**src/rtl/pipeline_ctrl.sv**
```systemverilog
// Pipeline stall/flush controller: gates fetch/decode enables for reset hold,
// load-use bubbles, taken-branch flushes and memory back-pressure.
module pipeline_ctrl #(
    parameter int RST_HOLD     = 2,
    parameter int LU_CYCLES    = 1,
    parameter int FLUSH_CYCLES = 1
) (
    input  logic        clk,
    input  logic        async_rst_n,
    input  logic [4:0]  dec_rs1_addr,
    input  logic [4:0]  dec_rs2_addr,
    input  logic        dec_uses_rs1,
    input  logic        dec_uses_rs2,
    input  logic [4:0]  ex_rd_addr,
    input  logic        ex_is_load,
    input  logic        ex_branch_taken,
    input  logic        mem_busy,
    output logic        fetch_en,
    output logic        decode_en,
    output logic        invalidate,
    output logic        fetch_flush,
    output logic [15:0] stall_cnt,
    output logic [15:0] flush_cnt
);

    // state    | meaning
    // HOLD     | post-reset quiet period, enables low
    // RUN      | normal issue
    // LU_STALL | remaining load-use bubble cycles
    // FLUSH    | remaining decode-invalidate cycles after a taken branch
    localparam logic [1:0] S_HOLD  = 2'd0;
    localparam logic [1:0] S_RUN   = 2'd1;
    localparam logic [1:0] S_LU    = 2'd2;
    localparam logic [1:0] S_FLUSH = 2'd3;

    // A zero hold time still spends one cycle in HOLD.
    localparam logic [2:0] HOLD_INIT = (RST_HOLD < 1) ? 3'd1 :
                                       (RST_HOLD > 7) ? 3'd7 : 3'(RST_HOLD);
    localparam logic [2:0] LU_RELOAD = 3'(LU_CYCLES - 1);
    localparam logic [2:0] FL_RELOAD = 3'(FLUSH_CYCLES - 1);

    logic [1:0]  r_state;
    logic [2:0]  r_cnt;
    logic [15:0] r_stall_cnt;
    logic [15:0] r_flush_cnt;

    logic [1:0]  w_state_nxt;
    logic [2:0]  w_cnt_nxt;
    logic        w_stall_inc;
    logic        w_flush_inc;
    logic        w_hazard;

    assign w_hazard = ex_is_load && (ex_rd_addr != 5'd0) &&
                      ((dec_uses_rs1 && (dec_rs1_addr == ex_rd_addr)) ||
                       (dec_uses_rs2 && (dec_rs2_addr == ex_rd_addr)));

    always_comb begin
        w_state_nxt = r_state;
        w_cnt_nxt   = r_cnt;
        w_stall_inc = 1'b0;
        w_flush_inc = 1'b0;
        fetch_en    = 1'b0;
        decode_en   = 1'b0;
        invalidate  = 1'b0;
        fetch_flush = 1'b0;
        if (r_state == S_HOLD) begin
            invalidate  = 1'b1;
            fetch_flush = 1'b1;
            w_cnt_nxt   = r_cnt - 3'd1;
            if (r_cnt <= 3'd1) begin
                w_state_nxt = S_RUN;
            end
        end else if (mem_busy) begin
            w_stall_inc = 1'b1;
        end else if (ex_branch_taken) begin
            fetch_en    = 1'b1;
            decode_en   = 1'b1;
            invalidate  = 1'b1;
            fetch_flush = (r_state != S_FLUSH);
            w_flush_inc = 1'b1;
            if (FLUSH_CYCLES > 1) begin
                w_state_nxt = S_FLUSH;
                w_cnt_nxt   = FL_RELOAD;
            end else begin
                w_state_nxt = S_RUN;
            end
        end else begin
            case (r_state)
                S_FLUSH: begin
                    fetch_en   = 1'b1;
                    decode_en  = 1'b1;
                    invalidate = 1'b1;
                    w_cnt_nxt  = r_cnt - 3'd1;
                    if (r_cnt <= 3'd1) begin
                        w_state_nxt = S_RUN;
                    end
                end
                S_LU: begin
                    invalidate  = 1'b1;
                    w_stall_inc = 1'b1;
                    w_cnt_nxt   = r_cnt - 3'd1;
                    if (r_cnt <= 3'd1) begin
                        w_state_nxt = S_RUN;
                    end
                end
                default: begin
                    if (w_hazard) begin
                        invalidate  = 1'b1;
                        w_stall_inc = 1'b1;
                        if (LU_CYCLES > 1) begin
                            w_state_nxt = S_LU;
                            w_cnt_nxt   = LU_RELOAD;
                        end
                    end else begin
                        fetch_en  = 1'b1;
                        decode_en = 1'b1;
                    end
                end
            endcase
        end
    end

    always_ff @(posedge clk or negedge async_rst_n) begin
        if (!async_rst_n) begin
            r_state     <= S_HOLD;
            r_cnt       <= HOLD_INIT;
            r_stall_cnt <= 16'd0;
            r_flush_cnt <= 16'd0;
        end else begin
            r_state <= w_state_nxt;
            r_cnt   <= w_cnt_nxt;
            if (w_stall_inc && (r_stall_cnt != 16'hFFFF)) begin
                r_stall_cnt <= r_stall_cnt + 16'd1;
            end
            if (w_flush_inc && (r_flush_cnt != 16'hFFFF)) begin
                r_flush_cnt <= r_flush_cnt + 16'd1;
            end
        end
    end

    assign stall_cnt = r_stall_cnt;
    assign flush_cnt = r_flush_cnt;

endmodule
```
**config.mk**
```make
export PLATFORM = sky130hd
export DESIGN_NAME = pipeline_ctrl
export DESIGN_NICKNAME = d
export VERILOG_FILES = /design/src/rtl/pipeline_ctrl.sv
export SDC_FILE = /design/constraint.sdc
export NUM_CORES = 1
export LEC_CHECK = 0
export CORE_UTILIZATION = 61
export CTS_BUF_LIST = sky130_fd_sc_hd__clkbuf_8
export CTS_CLUSTER_DIAMETER = 80
export DETAILED_ROUTE_END_ITERATION = 10
export DONT_BUFFER_PORTS = 1
export GPL_ROUTABILITY_DRIVEN = 0
export PLACE_DENSITY_LB_ADDON = 0.12
export SKIP_LAST_GASP = 1
export SYNTH_ARGS = -nofsm -noshare
export SYNTH_HDL_FRONTEND = slang
export SYNTH_SLANG_ARGS = --single-unit
```
**constraint.sdc**
```tcl
create_clock -name clk -period 2.84 [get_ports clk]
set_clock_uncertainty 0.15 [all_clocks]
set_input_delay 0.284 -clock clk [delete_from_list [all_inputs] [get_ports clk]]
set_output_delay 0.284 -clock clk [all_outputs]
set_load 0.02 [all_outputs]
```
Yosys cells after proc, flatten, opt, wreduce, memory -nomap -nowiden

Cells that the tools add are included.

Flip-flop bits (word level): 37
Bits of input ports: 22
Output and inout port bits: 36
Logic and storage cells: 60

$add $sub $neg: 3
Magnitude comparators: 1
Eq/ne operators: 9
Multiplexer cells: 29
Reductions and logical operators: 14

Operator list:

| cell                  | number |
|---|---|
| $add 16x1->16 const B | 2 |
| $ne 16x16->1 const B  | 2 |
| $mux 1                | 18 |
| $mux 3                | 4 |
| $eq 5x5->1            | 2 |
| $mux 2                | 5 |
| $logic_and 1x1->1     | 6 |
| $reduce_bool 5->1     | 1 |
| $eq 2x2->1 const B    | 2 |
| $ne 2x1->1 const B    | 2 |
| $pmux 1 s2            | 2 |
| $le 3x1->1 const B    | 1 |
| $reduce_and 3->1      | 1 |
| $reduce_bool 3->1     | 1 |
| $sub 3x1->3 const B   | 1 |
| $logic_not 2->1       | 1 |
| $ne 2x2->1 const B    | 1 |
| $reduce_and 2->1      | 1 |
| $reduce_bool 2->1     | 1 |
| $reduce_or 2->1       | 1 |
| $logic_or 1x1->1      | 1 |

Longest topological paths before layout

Gate-level depths: netlist of run 1.

Word-level depth: 10
Depth in mapped cells: 8
Mapped depth without buffers: 7

Worst setup path before layout of run 1

OpenSTA, ideal clock, no wires.

Path kind: input to output
Start point: in ex_rd_addr[1]
End point: out fetch_en
Arrival: 1935 ps
Slack: 471 ps
Cell stages on the path: 4
Buffers on the path: 1
Cell sequence: or4_4 -> o211a_1 -> a211oi_1 -> buf_4

Word-level cells in the longest chain between the ends: 9
Elaborated cells between the ends (all ways): 13
Those cells by class: eq/ne: 2; mux: 5; reduce/logical: 6

RTL lines:

| element                                     | line   | text |
|---|---|---|
| start: declaration                          | 14     | `input logic [4:0] ex_rd_addr,` |
| $eq 5x5->1, on equally long branches        | 54, 55 |  |
| $logic_and 1x1->1, on equally long branches | 54, 55 |  |
| $logic_or 1x1->1                            | 54     | `((dec_uses_rs1 && (dec_rs1_addr == ex_rd_addr)) \|\|` |
| $logic_and 1x1->1 (*)                       | 53     | `assign w_hazard = ex_is_load && (ex_rd_addr != 5'd0) &&` |
| $mux 1 (*)                                  | n/a    |  |
| $pmux 1 s2 (*)                              | n/a    |  |
| $mux 1 (*) (3 in a row)                     | n/a    |  |
| end: declaration                            | 18     | `output logic fetch_en,` |

Every way passes the cells marked *; elsewhere a longest branch is shown, timed or not.

Worst setup path in the final report of run 1

Start point: reg r_stall_cnt[0], in the netlist stall_cnt[0]
End point: reg r_stall_cnt[1], in the netlist stall_cnt[1]

Word-level cells in the longest chain between the ends: 2
Elaborated cells between the ends (all ways): 3
Those cells by class: add/sub: 1; eq/ne: 1; reduce/logical: 1

RTL lines:

| element                                                               | line | text |
|---|---|---|
| start: declaration                                                    | 44   | `logic [15:0] r_stall_cnt;` |
| start signal: assignment                                              | 133  | `r_stall_cnt <= r_stall_cnt + 16'd1;` |
| parallel branches: the longest is 2 deep, another holds $add 16x1->16 | n/a  |  |

Several ways; the timed one is not identified.
A chain may end at the register's enable or synchronous reset.

==> results of run 1 <==
==> stage by stage <==
stage                     cell area, um2  hold WS [ps]  total power (W)  worst slack [ps]
after floorplan                     1950          -162          0.00114               471
after global placement              1990          -161          0.00120               445
after detailed placement            1990          -161          0.00122               317
after CTS                           2110          68.5          0.00158               307
after global routing                2110          69.1          0.00166               127
final                               2110          76.6          0.00156               309
==> state kept, by name, summed over array words and instances, names as in the netlist <==
| name | count |
|---|---|
| flush_cnt | 16 |
| stall_cnt | 16 |
| r_cnt | 3 |
| r_state | 2 |
==> layout make-up <==
| cell class | instances | area [um2] | area share [%] |
|---|---|---|---|
| repair buffers | 4 | 47.5 | 2.25 |
| clock inverters | 3 | 12.5 | 0.592 |
| multi-input cells | 147 | 983 | 46.5 |
| clock buffers | 5 | 68.8 | 3.26 |
| inverters | 5 | 18.8 | 0.888 |
| well taps | 44 | 55.1 | 2.61 |
| flip-flops and latches | 37 | 927 | 43.9 |
==> layout by cell type, fill, tap and decap left out, types with 5 or more instances in the layout <==
| cell | instances |
|---|---|
| nor3_1 | 7 |
| nand2_1 | 20 |
| dfrtp_1 | 36 |
| xor2_1 | 17 |
| inv_1 | 7 |
| nand4_1 | 7 |
| nand3_1 | 8 |
| nor2_1 | 24 |
| a21oi_1 | 7 |
| clkbuf_8 | 5 |
| xnor2_1 | 23 |
==> cells by family (layout without fill, tap and decap cells) <==
kind of cell	count (synthesis)	in the layout	synth area share (%)
xor gates and xnor gates	40	40	17.9
AOI/OAI and AO/OA	20	20	7.94
DFF	37	37	47.5
muxes	2	2	1.15
and+or+nand+nor	80	80	20.2
adders and majority gates	5	5	3.08
buffers and inverters	8	17	2.18
==> repair_timing <==
item                      4_1_cts  5_1_grt
hold buffers                    3        0
resized for setup               0        0
hold endpoints to repair       38        0
==> layer usage <==
layer,wire length (um),share of wire [%]
met4,42,1.2
met3,270,7.4
met1,1600,44
met5,0,0
met2,1720,47
==> worst paths after layout <==
check / endpoint / start / depth (start not counted)
max reg2reg: stall_cnt[1] / stall_cnt[0] / 6
min in group asynchronous: stall_cnt[12] / async_rst_n / 2
max: stall_cnt[1] / stall_cnt[0] / 6
min reg2reg: r_cnt[2] / r_cnt[2] / 1
max in group asynchronous: r_cnt[1] / async_rst_n / 2
min: r_state[1] / ex_branch_taken / 2
==> worst register-to-register path: stages, from the launching register on <==
cell and delay, ps:
dfrtp_1 530, ha_1 230, nand3_1 130, nor2_1 390
a311oi_2 200, a21oi_4 420, mux2_2 390
==> power breakdown <==
| group | switching, W | total [W] | internal (W) |
|---|---|---|---|
| Clock | 0.000168 | 0.000333 | 0.000165 |
| Combinational | 0.000124 | 0.000256 | 0.000132 |
| Sequential | 0.000327 | 0.000972 | 0.000645 |
| Total | 0.000620 | 0.00156 | 0.000941 |
==> reports/summary.txt, run 1 <==
Outcome: complete, no violations
#FFs+latches synth: 37
Unrepaired setup endpoints after global routing: no
Io pins: 58
Max-slew violations: 0
Clock sink count: 37
Synth-to-layout area growth: 8.20%
Initial antenna violation count: 0
Clock Root Buffer: clkbuf_8
CP delay by family, top: compound AO/OA/AOI/OAI gates
Worst-path clk slew: 70 ps
Final hold vios: 0
M3 GR Usage: 7.25%
Layout cells sized above 1: 8.96%
Crit Path Category: reg -> reg
Detail Route Antenna Nets: 0
Worst path cell trace: ha_1, nand3_1, nor2_1, a311oi_2, a21oi_4, mux2_2
Crit path buffers/inverters: 0
Top-area cell type share of the netlist area: 46.1%
Top cells by count, synth: dfrtp_1, nor2_1, xnor2_1
Synth warnings: 0
Total GRT Usage: 23.0%
Leak pwr: 0.897 nW
Port bufs: 0
Post-route clock period utilization: 89.1%
Async SR Flop Fraction: 100%
First-pass GRT wire length: 5780 um
Max Cap Viol: 0
DRT Pass-1 Iters: 4
Number of fill cells in the layout: 251
Min Tclk post-route: 2530 ps
Most area-consuming cells after synthesis: dfrtp_1, xnor2_1, xor2_1
Critical Path Max Stage Delay: 530 ps
Die area: 0.00343 mm2
Post-synth EDFFs: 0
Synthesized cell area: 0.00195 mm2
Core Rows: 20
Post-layout util: 69.2%
Worst EP required: 2860 ps
Synth area leader: dfrtp_1
Sequential-to-total area share from yosys stat: 47.5%
Postcts setup bufs: 0
CTS tree: built
Worst reg2reg setup slack: 310 ps
Layout Cells excl Fill: 245
Clock latency on the worst-skew pair: 280 ps
Final setup viols: 0
Placed cells: 234
FMAX: 0.395 GHz
DR iter-0 viols: 95
Largest net degree at the start of global routing: 38
Slew HR: 68.4%
Vias in the first global route: 1,347
Met2 Resource Use GR: 36.8%
Routed WL per cell: 14.8 um
Final wirelength: 3630 um
CTS Buffer Depth: 2
Gr ovfl total: 0
Most Crowded Layer GR: met2
Pwr/cell area: 738 mW/mm2
Syn nets: 218
DRC viols: 0
Crit-path slowest cell: dfrtp_1
Met1 Use GR: 28.4%
CP max FO: 16
CP Capture Type: flip-flop
Diode count: 0
Max VDD drop: 0.535 mV
Clock buffer count from CTS: 5
Count leader, synth: dfrtp_1
Routed vias/inst: 5.69
Setup TNS: 0 ps
Synth unique cells: 39
Critical Path AT: 2550 ps
Post-DP HPWL: 2660 um
Main synth FF type: dfrtp_1
Total vias in the final route: 1,394
Core area: 0.00305 mm2
DIE HEIGHT: 58.6 um
Width of the die: 58.6 um
Initial Utilization: 64.0%
Mean post-synth cell area: 10.2 um2
Worst-Margin Slew: 481 ps
Worst setup SP type: flip-flop
Worst Hold Class: in -> reg
Final #Nets: 226
H-tree depth: 2
Gate Count Post-Synth: 192
(Power assumes the default switching activity.)
==> run 2, diff against run 1 <==
--- a/config.mk
+++ b/config.mk
@@ -11,8 +11,11 @@
 export DETAILED_ROUTE_END_ITERATION = 10
 export DONT_BUFFER_PORTS = 1
 export GPL_ROUTABILITY_DRIVEN = 0
+export MAX_ROUTING_LAYER = met4
 export PLACE_DENSITY_LB_ADDON = 0.12
+export REMOVE_ABC_BUFFERS = 1
 export SKIP_LAST_GASP = 1
+export SLEW_MARGIN = 20
 export SYNTH_ARGS = -nofsm -noshare
 export SYNTH_HDL_FRONTEND = slang
 export SYNTH_SLANG_ARGS = --single-unit
==> reports/summary.txt, run 2 (same netlist as run 1, synthesis figures left out) <==
Outcome: complete, no violations (unchanged)
First-pass GRT wire length: 5950 um (was 5780 um)
DRC viols: 0 (unchanged)
Critical Path Max Stage Delay: 530 ps (about the same)
Clock latency on the worst-skew pair: 280 ps (about the same)
Clock buffer count from CTS: 5 (unchanged)
Routed vias/inst: 5.67 (was 5.69)
CP delay by family, top: compound AO/OA/AOI/OAI gates (unchanged)
Worst setup SP type: flip-flop (unchanged)
Worst-path clk slew: 70 ps (about the same)
Most frequent cells in the layout: dfrtp_1, nor2_1, xnor2_1, nand2_1, xor2_1 (unchanged)
Vias in the first global route: 1,376 (was 1,347)
Pwr/cell area: 735 mW/mm2 (was 738 mW/mm2)
Layout Cells excl Fill: 245 (unchanged)
FMAX: 0.398 GHz (was 0.395 GHz)
Worst-Margin Slew: 501 ps (was 481 ps)
Detail Route Antenna Nets: 0 (unchanged)
Diode count: 0 (unchanged)
Post-route clock period utilization: 88.6% (was 89.1%)
Max-slew violations: 0 (unchanged)
Hold Buf Count CTS: 3 (unchanged)
Commonest non-fill, non-tap cell in the layout: dfrtp_1 (unchanged)
Final wirelength: 3490 um (was 3630 um)
Placed cells: 234 (unchanged)
Post-DP HPWL: 2610 um (was 2660 um)
CP Capture Type: flip-flop (unchanged)
Routed WL per cell: 14.2 um (was 14.8 um)
Width of the die: 58.6 um (unchanged)
Post_cts resized: 0 (unchanged)
Total GRT Usage: 23.8% (was 23.0%)
Port bufs: 0 (unchanged)
DIE HEIGHT: 58.6 um (unchanged)
Leak pwr: 0.893 nW (was 0.897 nW)
Worst Hold Class: in -> reg (unchanged)
Setup TNS: 0 ps (unchanged)
Max Cap Viol: 0 (unchanged)
Crit Path Category: reg -> reg (unchanged)
Critical Path AT: 2540 ps (was 2550 ps)
Final hold vios: 0 (unchanged)
Final setup viols: 0 (unchanged)
Total vias in the final route: 1,389 (was 1,394)
CTS tree: built (unchanged)
Gr ovfl total: 0 (unchanged)
Clock sink count: 37 (unchanged)
Synth-to-layout area growth: 8.33% (was 8.20%)
Crit-path slowest cell: dfrtp_1 (unchanged)
Initial Utilization: 64.0% (unchanged)
Max VDD drop: 0.612 mV (was 0.535 mV)
Final #Nets: 226 (unchanged)
DRT Pass-1 Iters: 6 (was 4)
Postcts setup bufs: 0 (unchanged)
H-tree depth: 2 (unchanged)
DR iter-0 viols: 85 (was 95)
Crit path buffers/inverters: 0 (unchanged)
Slew HR: 67.1% (was 68.4%)
Initial antenna violation count: 0 (unchanged)
Layout cells sized above 1: 8.96% (unchanged)
Core Rows: 20 (unchanged)
CTS Buffer Depth: 2 (unchanged)
Unrepaired setup endpoints after global routing: no (unchanged)
Largest net degree at the start of global routing: 38 (unchanged)
Core area: 0.00305 mm2 (unchanged)
Clock Root Buffer: clkbuf_8 (unchanged)
Worst path cell trace: ha_1, nand3_1, nor2_1, a311oi_1, a21oi_4, mux2_2 (was ha_1, nand3_1, nor2_1, a311oi_2, a21oi_4, mux2_2)
Min Tclk post-route: 2520 ps (was 2530 ps)
CP max FO: 16 (unchanged)
Worst EP required: 2860 ps (about the same)
Io pins: 58 (unchanged)
Die area: 0.00343 mm2 (unchanged)
## run 2: stage by stage
stage / worst slack [ps] / hold slack [ps] / power (W) / utilization (%) / instance area, um2
after floorplan: 365 / -162 / 0.00114 / - / 1930
after global placement: 439 / -161 / 0.00120 / 65.2 / 1990
after detailed placement: 348 / -161 / 0.00121 / 65.2 / 1990
after CTS: 317 / 59.3 / 0.00157 / 69.3 / 2120
after global routing: 113 / 59.2 / 0.00166 / 69.3 / 2120
final: 324 / 62.3 / 0.00156 / 69.3 / 2120
## run 2: final timing paths
kind / from / cells past startpoint / slack [ps] / end
min in group asynchronous: async_rst_n / 2 / 320 / flush_cnt[15]
min: ex_branch_taken / 2 / 60 / r_state[1]
min reg2reg: r_cnt[2] / 1 / 340 / r_cnt[2]
max reg2reg: stall_cnt[0] / 6 / 320 / stall_cnt[1]
max in group asynchronous: async_rst_n / 2 / 1970 / r_cnt[1]
max: stall_cnt[0] / 6 / 320 / stall_cnt[1]
## run 2: power breakdown
group	switching [W]	total (W)	internal (W)
registers	0.000323	0.000968	0.000645
clock network	0.000172	0.000338	0.000166
logic	0.000120	0.000250	0.000130
total	0.000615	0.00156	0.000941
## run 2: area by class of cell
class	count	area (um2)
repair buffers	4	47.5
fillers	240	937
inverters	5	18.8
multi-input cells	147	983
well taps	44	55.1
flip-flops and latches	37	927
clock buffers	5	68.8
clock inverters	3	15.0
## run 2: worst reg2reg max path: cells and delay by family (launching register included)
kind | cells | cell delay [ps]
fa+ha+maj | 1 | 220
mux | 1 | 380
simple gates | 2 | 510
flops | 1 | 530
compound gates | 2 | 600
## run 2: layer usage
layer	vias up	share of wire (%)	GRT usage (%)
met5	-	0	-
met4	0	1.1	7.48
met3	5	6.5	7.69
met2	44	50	39.1
met1	662	43	27.8
li1	678	-	-
==> run 3, diff against run 2 <==
--- a/config.mk
+++ b/config.mk
@@ -5,11 +5,11 @@
 export SDC_FILE = /design/constraint.sdc
 export NUM_CORES = 1
 export LEC_CHECK = 0
-export CORE_UTILIZATION = 61
+export BUFFER_PORTS_ARGS = -buffer_cell sky130_fd_sc_hd__buf_2
+export CORE_UTILIZATION = 53
 export CTS_BUF_LIST = sky130_fd_sc_hd__clkbuf_8
 export CTS_CLUSTER_DIAMETER = 80
 export DETAILED_ROUTE_END_ITERATION = 10
-export DONT_BUFFER_PORTS = 1
 export GPL_ROUTABILITY_DRIVEN = 0
 export MAX_ROUTING_LAYER = met4
 export PLACE_DENSITY_LB_ADDON = 0.12
==> reports/summary.txt, run 3 (same netlist as run 1, synthesis figures left out) <==
Clock latency on the worst-skew pair: 290 ps (was 280 ps)
DRT Pass-1 Iters: 4 (was 6)
Vias in the first global route: 1,437 (was 1,376)
Post-layout util: 69.6% (was 69.3%)
CTS tree: built (unchanged)
Worst-Margin Slew: 826 ps (was 501 ps)
CP startpoint: stall_cnt[0] (unchanged)
Worst path cell trace: ha_1, nand3_1, nor2_1, a311oi_2, a21oi_4, mux2_2 (was ha_1, nand3_1, nor2_1, a311oi_1, a21oi_4, mux2_2)
DP Worst Slack: 533 ps (was 348 ps)
Largest net degree at the start of global routing: 38 (unchanged)
Worst setup margin: 525 ps (was 324 ps)
FMAX: 0.432 GHz (was 0.398 GHz)
Die area: 0.00393 mm2 (was 0.00343 mm2)
H-tree depth: 2 (unchanged)
Total GRT Usage: 21.7% (was 23.8%)
Final hold vios: 0 (unchanged)
Max VDD drop: 0.568 mV (was 0.612 mV)
Min Tclk post-route: 2320 ps (was 2520 ps)
Worst Hold Class: in -> reg (unchanged)
Io pins: 58 (unchanged)
Total vias in the final route: 1,592 (was 1,389)
Final #Nets: 280 (was 226)
Final hold slack: 142 ps (was 62.3 ps)
Critical R2R Launch: stall_cnt[0] (unchanged)
R2R cell count: 6 (unchanged)
Max Cap Viol: 0 (unchanged)
DRC viols: 0 (unchanged)
Critical Path AT: 2350 ps (was 2540 ps)
CP max FO: 16 (unchanged)
Outcome: complete, no violations (unchanged)
Final wirelength: 3760 um (was 3490 um)
Max-slew violations: 0 (unchanged)
Worst setup SP type: flip-flop (unchanged)
Worst-path clk slew: 80 ps (was 70 ps)
Initial Utilization: 56.7% (was 64.0%)
CP Capture Type: flip-flop (unchanged)
Final setup viols: 0 (unchanged)
Clock Root Buffer: clkbuf_8 (unchanged)
Crit-path slowest cell: dfrtp_1 (unchanged)
Core Rows: 21 (was 20)
Detail Route Antenna Nets: 0 (unchanged)
Post-route clock period utilization: 81.5% (was 88.6%)
Postcts setup bufs: 0 (unchanged)
Synth-to-layout area growth: 22.6% (was 8.33%)
Worst EP required: 2870 ps (was 2860 ps)
Diode count: 0 (unchanged)
DIE HEIGHT: 62.7 um (was 58.6 um)
Routed vias/inst: 5.29 (was 5.67)
Most frequent cells in the layout: buf_2, dfrtp_1, nor2_1, xnor2_1, nand2_1 (was dfrtp_1, nor2_1, xnor2_1, nand2_1, xor2_1)
Critical Path Max Stage Delay: 430 ps (was 530 ps)
Gr ovfl total: 0 (unchanged)
Hold_sp: mem_busy (was ex_branch_taken)
Post-DP HPWL: 2740 um (was 2610 um)
Commonest non-fill, non-tap cell in the layout: buf_2 (was dfrtp_1)
Layout cells sized above 1: 29.4% (was 8.96%)
Unrepaired setup endpoints after global routing: no (unchanged)
Routed WL per cell: 12.5 um (was 14.2 um)
Slew HR: 45.0% (was 67.1%)
Initial antenna violation count: 0 (unchanged)
Pwr/cell area: 751 mW/mm2 (was 735 mW/mm2)
Setup TNS: 0 ps (unchanged)
CTS Buffer Depth: 2 (unchanged)
DR iter-0 viols: 69 (was 85)
Port bufs: 57 (was 0)
Crit Path Category: reg -> reg (unchanged)
Width of the die: 62.7 um (was 58.6 um)
Total Power: 0.00180 W (was 0.00156 W)
Clock buffer count from CTS: 5 (unchanged)
Leak pwr: 1.13 nW (was 0.893 nW)
Core area: 0.00344 mm2 (was 0.00305 mm2)
Cells on Worst Hold Path: 2 (unchanged)
Clock sink count: 37 (unchanged)
First-pass GRT wire length: 6510 um (was 5950 um)
==> run 3: final timing paths <==
| check | slack (ps) | endpoint |
|---|---|---|
| setup / recovery | 520 | stall_cnt[1] |
| hold / removal | 140 | r_state[1] |
| setup reg to reg | 520 | stall_cnt[1] |
| hold reg to reg | 340 | flush_cnt[6] |
| max in group asynchronous | 1540 | flush_cnt[10] |
| min in group asynchronous | 470 | stall_cnt[9] |
==> run 3: worst max-delay path, delay by kind of cell, from the launching register on <==
kind | cells | cell delay [ps]
adders and majority gates | 1 | 190
and+or+nand+nor | 2 | 460
muxes | 1 | 380
DFF | 1 | 430
AOI/OAI and AO/OA | 2 | 590
==> run 3: metrics by stage <==
step	cells	cell area [um2]
after global routing	301	2390
after CTS	301	2390
after floorplan	189	1930
after detailed placement	292	2270
after global placement	292	2270
final	301	2390
==> run 3: per-layer routing <==
layer / vias up / global-route usage [%] / part of all wire (%)
met1: 758 / 28.5 / 48
met3: 7 / 6.02 / 4.6
met4: 0 / 4.07 / 1.1
met5: - / - / 0
met2: 41 / 34.0 / 46
li1: 786 / - / -
==> run 3: report_power, final <==
group	leakage [nW]	total, W	switching [W]	internal [W]
logic	0.612	0.000533	0.000318	0.000215
registers	0.460	0.000804	0.000157	0.000647
clock network	0.0585	0.000461	0.000198	0.000263
total	1.13	0.00180	0.000673	0.00113
==> run 3: cell type report <==
type | instances | area (um2)
Clock inverter | 3 | 43.8
Multi-Input combinational cell | 147 | 983
Inverter | 5 | 18.8
Clock buffer | 5 | 68.8
Timing Repair Buffer | 58 | 295
Sequential cell | 37 | 927
Tap cell | 46 | 57.6
Fill cell | 292 | 1050
==> run 3: timing repair <==
action | in CTS | in global routing
endpoints found under the setup margin | 0 | 0
hold buffers | 1 | 0
resized for setup | 0 | 0
hold endpoints to repair | 36 | 0
